$ cat src/rtl/grid_pkg.sv
// grid_pkg: maze geometry and tile codes shared by the scheduler, renderer and game logic.
package grid_pkg;
  localparam int GRID_COLS = 28;
  localparam int GRID_ROWS = 31;
  localparam int H_ORG = 208;
  localparam int V_ORG = 116;
  localparam int TILE_SHIFT = 3;
  typedef enum logic [3:0] {
    EMPTY = 4'd0,
    WALL = 4'd1,
    DOT = 4'd2,
    POWER = 4'd3
  } tile_t;
  // row * GRID_COLS built from shifted copies of row, one per set bit of the constant
  function automatic logic [15:0] times_cols(input logic [15:0] row);
    logic [15:0] acc;
    acc = '0;
    for (int i = 0; i < 16; i++)
      if (GRID_COLS[i]) acc = acc + (row << i);
    return acc;
  endfunction
endpackage

$ cat src/rtl/grid_mem_scheduler_rr_arbiter.sv
// rr_arbiter: round-robin pick over req & ~mask; the pointer advances past the winner on accept.
module rr_arbiter #(
  parameter int N = 4,
  localparam int PW = N > 1 ? $clog2(N) : 1
) (
  input  logic          clk,
  input  logic          rst_n,
  input  logic [N-1:0]  req,
  input  logic [N-1:0]  mask,
  input  logic          accept,
  output logic [N-1:0]  gnt,
  output logic [PW-1:0] win,
  output logic          any
);
  logic [PW-1:0] ptr, idx;
  logic [N-1:0] elig;
  always_comb begin
    elig = req & ~mask;
    idx = ptr;
    win = ptr;
    any = 1'b0;
    for (int i = 0; i < N; i++) begin
      idx = PW'((int'(ptr) + i) % N);
      if (!any && elig[idx]) begin
        any = 1'b1;
        win = idx;
      end
    end
    gnt = any ? N'(1) << win : '0;
  end
  always_ff @(posedge clk)
    if (!rst_n) ptr <= '0;
    else if (accept && any) ptr <= (win == PW'(N - 1)) ? '0 : win + 1'b1;
endmodule

$ cat src/rtl/grid_mem_scheduler.sv
// grid_mem_scheduler: shares the single-port tile RAM between fixed video fetch slots
// and round-robin game requesters.
module grid_mem_scheduler
  import grid_pkg::*;
#(
  parameter int NUM_REQ = 4,
  parameter int ADDR_W = 10,
  parameter int DATA_W = 4
) (
  input  logic                        pixel_clk,
  input  logic                        rst_n,
  input  logic [10:0]                 hcounter,
  input  logic [10:0]                 vcounter,
  input  logic                        blank,
  input  logic [NUM_REQ-1:0]          req,
  input  logic [NUM_REQ-1:0]          we,
  input  logic [NUM_REQ*ADDR_W-1:0]   addr_flat,
  input  logic [NUM_REQ*DATA_W-1:0]   wdata_flat,
  output logic [NUM_REQ-1:0]          gnt,
  output logic [NUM_REQ-1:0]          rvalid,
  output logic [DATA_W-1:0]           rdata,
  output logic [DATA_W-1:0]           vid_tile,
  output logic                        vid_tile_valid,
  output logic                        ram_en,
  output logic                        ram_we,
  output logic [ADDR_W-1:0]           ram_addr,
  output logic [DATA_W-1:0]           ram_wdata,
  input  logic [DATA_W-1:0]           ram_rdata
);
  localparam int PW = NUM_REQ > 1 ? $clog2(NUM_REQ) : 1;
  logic in_rows, video, vis_next, any, unused_blank;
  logic [10:0] hx;
  logic [7:0] row;
  logic [2:0] unused_lo;
  logic [ADDR_W-1:0] vaddr;
  logic [NUM_REQ-1:0] arb_gnt;
  logic [PW-1:0] win, s1_idx, s2_idx;
  logic s1_vid, s1_rd, s2_vid, s2_rd;
  assign unused_blank = blank;
  // slots sit 3 pixels ahead of each span so the code lands as the span starts
  always_comb begin
    hx = hcounter - 11'(H_ORG - 3);
    {row, unused_lo} = vcounter - 11'(V_ORG);
    in_rows = vcounter >= 11'(V_ORG) && vcounter < 11'(V_ORG + 8 * GRID_ROWS);
    video = in_rows && hx < 11'(8 * GRID_COLS) && hx[2:0] == 3'd0;
    vaddr = ADDR_W'(times_cols(16'(row)) + 16'(hx[10:TILE_SHIFT]));
    vis_next = in_rows && hcounter >= 11'(H_ORG - 1) && hcounter < 11'(H_ORG + 8 * GRID_COLS - 1);
  end
  rr_arbiter #(.N(NUM_REQ)) u_arb (
    .clk(pixel_clk),
    .rst_n(rst_n),
    .req(req),
    .mask(gnt),
    .accept(!video),
    .gnt(arb_gnt),
    .win(win),
    .any(any)
  );
  always_ff @(posedge pixel_clk)
    if (!rst_n) begin
      {gnt, rvalid, rdata, vid_tile, vid_tile_valid} <= '0;
      {ram_en, ram_we, ram_addr, ram_wdata} <= '0;
      {s1_vid, s1_rd, s1_idx, s2_vid, s2_rd, s2_idx} <= '0;
    end else begin
      gnt <= video ? '0 : arb_gnt;
      ram_en <= video || any;
      ram_we <= !video && any && we[win];
      ram_addr <= video ? vaddr : any ? addr_flat[win*ADDR_W +: ADDR_W] : ram_addr;
      ram_wdata <= !video && any ? wdata_flat[win*DATA_W +: DATA_W] : ram_wdata;
      s1_vid <= video;
      s1_rd <= !video && any && !we[win];
      s1_idx <= win;
      s2_vid <= s1_vid;
      s2_rd <= s1_rd;
      s2_idx <= s1_idx;
      rvalid <= s2_rd ? NUM_REQ'(1) << s2_idx : '0;
      rdata <= s2_rd ? ram_rdata : rdata;
      vid_tile_valid <= vis_next;
      vid_tile <= !vis_next ? '0 : s2_vid ? ram_rdata : vid_tile;
    end
endmodule

$ cat config.mk
export PLATFORM = sky130hd
export DESIGN_NAME = grid_mem_scheduler
export DESIGN_NICKNAME = d
export VERILOG_FILES = /design/src/rtl/grid_pkg.sv /design/src/rtl/grid_mem_scheduler_rr_arbiter.sv /design/src/rtl/grid_mem_scheduler.sv
export SDC_FILE = /design/constraint.sdc
export NUM_CORES = 1
export LEC_CHECK = 0
export ABC_AREA = 0
export CORE_MARGIN = 4
export CORE_UTILIZATION = 30
export CTS_CLUSTER_DIAMETER = 30
export DETAILED_ROUTE_END_ITERATION = 16
export DONT_BUFFER_PORTS = 1
export GPL_TIMING_DRIVEN = 0
export HOLD_SLACK_MARGIN = 0.03
export PLACE_DENSITY = 0.46
export SLEW_MARGIN = 20
export SYNTH_ARGS = -nofsm -noshare
export SYNTH_HDL_FRONTEND = slang
export SYNTH_HIERARCHICAL = 1
export SYNTH_SLANG_ARGS = --single-unit
$ cat constraint.sdc
create_clock -name pixel_clk -period 4.6 [get_ports pixel_clk]
set_clock_uncertainty 0.15 [all_clocks]
set_input_delay 0.46 -clock pixel_clk [delete_from_list [all_inputs] [get_ports pixel_clk]]
set_output_delay 0.46 -clock pixel_clk [all_outputs]
set_load 0.005 [all_outputs]
==> impl_metrics.json <==
{
  "grt.overflow.total": 0,
  "async_reset_ff_share_pct": 0,
  "hp-class": "primary input to flip-flop",
  "stdcell_count": 457,
  "grt_max_degree": 17,
  "synth.avg_cell_area_um2": 9.67,
  "synth_area_leader_cell": "dfxtp_1",
  "worst-path-max-fanout": 5,
  "grt_pass1_vias": 2310,
  "postCtsSetupRepairBufs": 0,
  "cp_cell_sequence": "o211ai_1 -> nand2_1 -> nand2_1 -> xnor2_1 -> fa_1 -> inv_1 -> fa_1 -> inv_1 -> ha_1 -> fa_1 -> a21o_1 -> a21oi_1 -> xnor2_1 -> nor2_1 -> a211oi_1",
  "ys.flop_type": "dfxtp_1",
  "critical_path.slowest_cell": "fa_1",
  "fmax_ghz": 0.267,
  "path_class": "primary input to flip-flop",
  "drcViolationCount": 0,
  "synth_top_cell_area_share_pct": 28.2,
  "layout-drive-gt1-share_pct": 13.3,
  "max-cap-violations": 0,
  "timing.hold.ws_ns": 0.117,
  "grt_pass1_wl_um": 12000,
  "synth_area_leaders": "dfxtp_1 28%, mux4_2 11%, fa_1 7.2%, mux2i_1 6.2%, ha_1 5.7%",
  "synthCells": 316,
  "num_antenna_cells": 0,
  "start_util_pct": 31.0,
  "rsz0062_at_grt": "no",
  "crit_path_max_incr_delay_ns": 0.53,
  "power_mw": 1.51,
  "htree_num_levels": 2,
  "antenna_found_initial": 0,
  "syn2layout_area_growth_pct": 8.56,
  "firstDrtPassIters": 4,
  "synth_edf_count": 0,
  "p_per_area_nw_per_um2": 455,
  "ys_types": 56,
  "run_status": "completed",
  "nNetsFinal": 441,
  "portBuffers": 0,
  "num-fill-cells": 1031,
  "synth_top_cells_by_count": "43 x dfxtp_1, 30 x nor2_1, 28 x inv_1",
  "route.vias.total": 2234,
  "max_slew.worst_pin.slew_ns": 0.840,
  "wl_per_cell_um": 17.3,
  "fp.dieArea_um2": 11900,
  "cp.arrival_ns": 3.81,
  "ctsHoldBuffers": 0,
  "synth-seq-area-share_pct": 28.2,
  "placementRows": 36,
  "clock_sink_count": 43,
  "worstSetupEndpointType": "flip-flop",
  "critical_path.most_common_cell": "fa_1",
  "cts_resized": 0,
  "post-route-min-period_ns": 3.75,
  "clk_latency_ns": 0.30,
  "path_buf_inv": 2,
  "cp-start-kind": "primary input",
  "setup_tns_ns": 0,
  "hold_violations": 0,
  "first_iter_violations": 94,
  "viasPerCell": 4.89,
  "ys_warn_count": 6,
  "cts_tree": "yes",
  "p_leak_nw": 1.38,
  "core_um2": 9860,
  "drv_slew": 0,
  "final_core_utilization_pct": 33.6,
  "setup_violations": 0,
  "synth-seq-cells": 43,
  "grt.total_usage_pct": 13.3,
  "hpwl_um": 6650,
  "finalCritPeriodShare_pct": 81.5,
  "numCtsBuffers": 5,
  "synth_area_um2": 3050,
  "io_pins": 126,
  "clkSlewWorstSetupHoldPaths_ns": 0.09,
  "die_h_um": 109,
  "root_buffer": "clkbuf_8",
  "ir_worst_vdd_v": 0.000158,
  "placed_cells": 449,
  "drtAntennaViolNets": 0,
  "gp_congestion": 0.832,
  "die_x_um": 109,
  "clock_path_buffers": 2,
  "synthMostInstantiatedCell": "dfxtp_1",
  "wl_um": 7910,
  "slew-limit-headroom_pct": 44.0,
  "cp.required_ns": 4.66,
  "crit_family": "adder cells",
  "syn-num-nets": 434
}
## through the flow
stage / area [µm²] / setup slack (ns)
6_report: 3320 / 0.850
5_1_grt: 3320 / 0.562
4_1_cts: 3320 / 0.848
3_5_place_dp: 3220 / 0.536
3_3_place_gp: 3220 / 0.590
2_1_floorplan: 3050 / 0.863
## flip-flops by register name (all words and copies together) (netlist names), 2 cells and up
register and flops:
rdata 4, vid_tile 4, ram_addr 10, gnt 4, s2_idx 2, rvalid 4, ram_wdata 4, u_arb/ptr 2
s1_idx 2
## cells by family (layout without fill, tap and decap cells)
kind of cell,count (synthesis),count (layout),synth area share [%]
AND/OR/NAND/NOR,92,92,17.0
AO/OA/AOI/OAI,54,54,12.5
buffers and inverters,47,55,6.10
flip-flops,43,43,28.2
multiplexers,34,34,17.3
adder cells (fa/ha/maj),25,25,12.9
XOR/XNOR,21,21,6.02
## where the power goes
group	switching, mW	leakage (nW)	internal (mW)
clock network	0.143	0.0491	0.112
logic	0.365	0.974	0.373
registers	0.0643	0.353	0.452
total	0.572	1.38	0.937
## placed cells by master, fill, tap and decap left out, types with 3 or more instances in the layout
cell type / synthesis / layout
dfxtp_1: 43 / 43
nor2_1: 30 / 30
inv_1: 28 / 28
mux2i_1: 19 / 19
mux4_2: 15 / 15
nand2_1: 14 / 14
ha_1: 14 / 14
a21oi_1: 13 / 13
xnor2_1: 13 / 13
clkbuf_1: 12 / 12
a211oi_1: 11 / 11
fa_1: 11 / 11
xor2_1: 8 / 8
and2_1: 7 / 7
nand3_1: 6 / 6
o21ai_0: 6 / 6
nor3_1: 5 / 5
clkbuf_8: 0 / 5
a21o_1: 4 / 4
and3_1: 4 / 4
and2_2: 4 / 4
a311oi_1: 3 / 3
buf_1: 3 / 3
a21bo_2: 3 / 3
## final timing paths
check	endpoint	slack, ns	start	cells past startpoint
max	ram_addr[8]	0.85	hcounter[0]	15
min	u_arb/ptr[0]	0.12	rst_n	2
max reg2reg	ram_addr[5]	1.02	u_arb/ptr[1]	9
min reg2reg	s2_rd	0.28	s1_rd	1
## area by class of cell
cell class	instances	area (µm²)	share of cell area, %
Multi-Input combinational cell	226	2010	60.5
Sequential cell	43	861	26.0
Tap cell	133	166	5.02
Inverter	29	109	3.28
Buffer	18	77.6	2.34
Clock buffer	5	68.8	2.08
Clock inverter	3	26.3	0.792
## per-layer routing
layer  track usage [%]  routed length [µm]  vias up  share of wire (%)
li1                  -                   -     1117                  -
met1              16.8                3390     1032                 43
met2              22.0                3760       79                 47
met3              3.97                 689        6                8.7
met4              3.52                  75        0               0.95
met5                 0                   0        -                  0
Power figures use the tool's default switching activity.
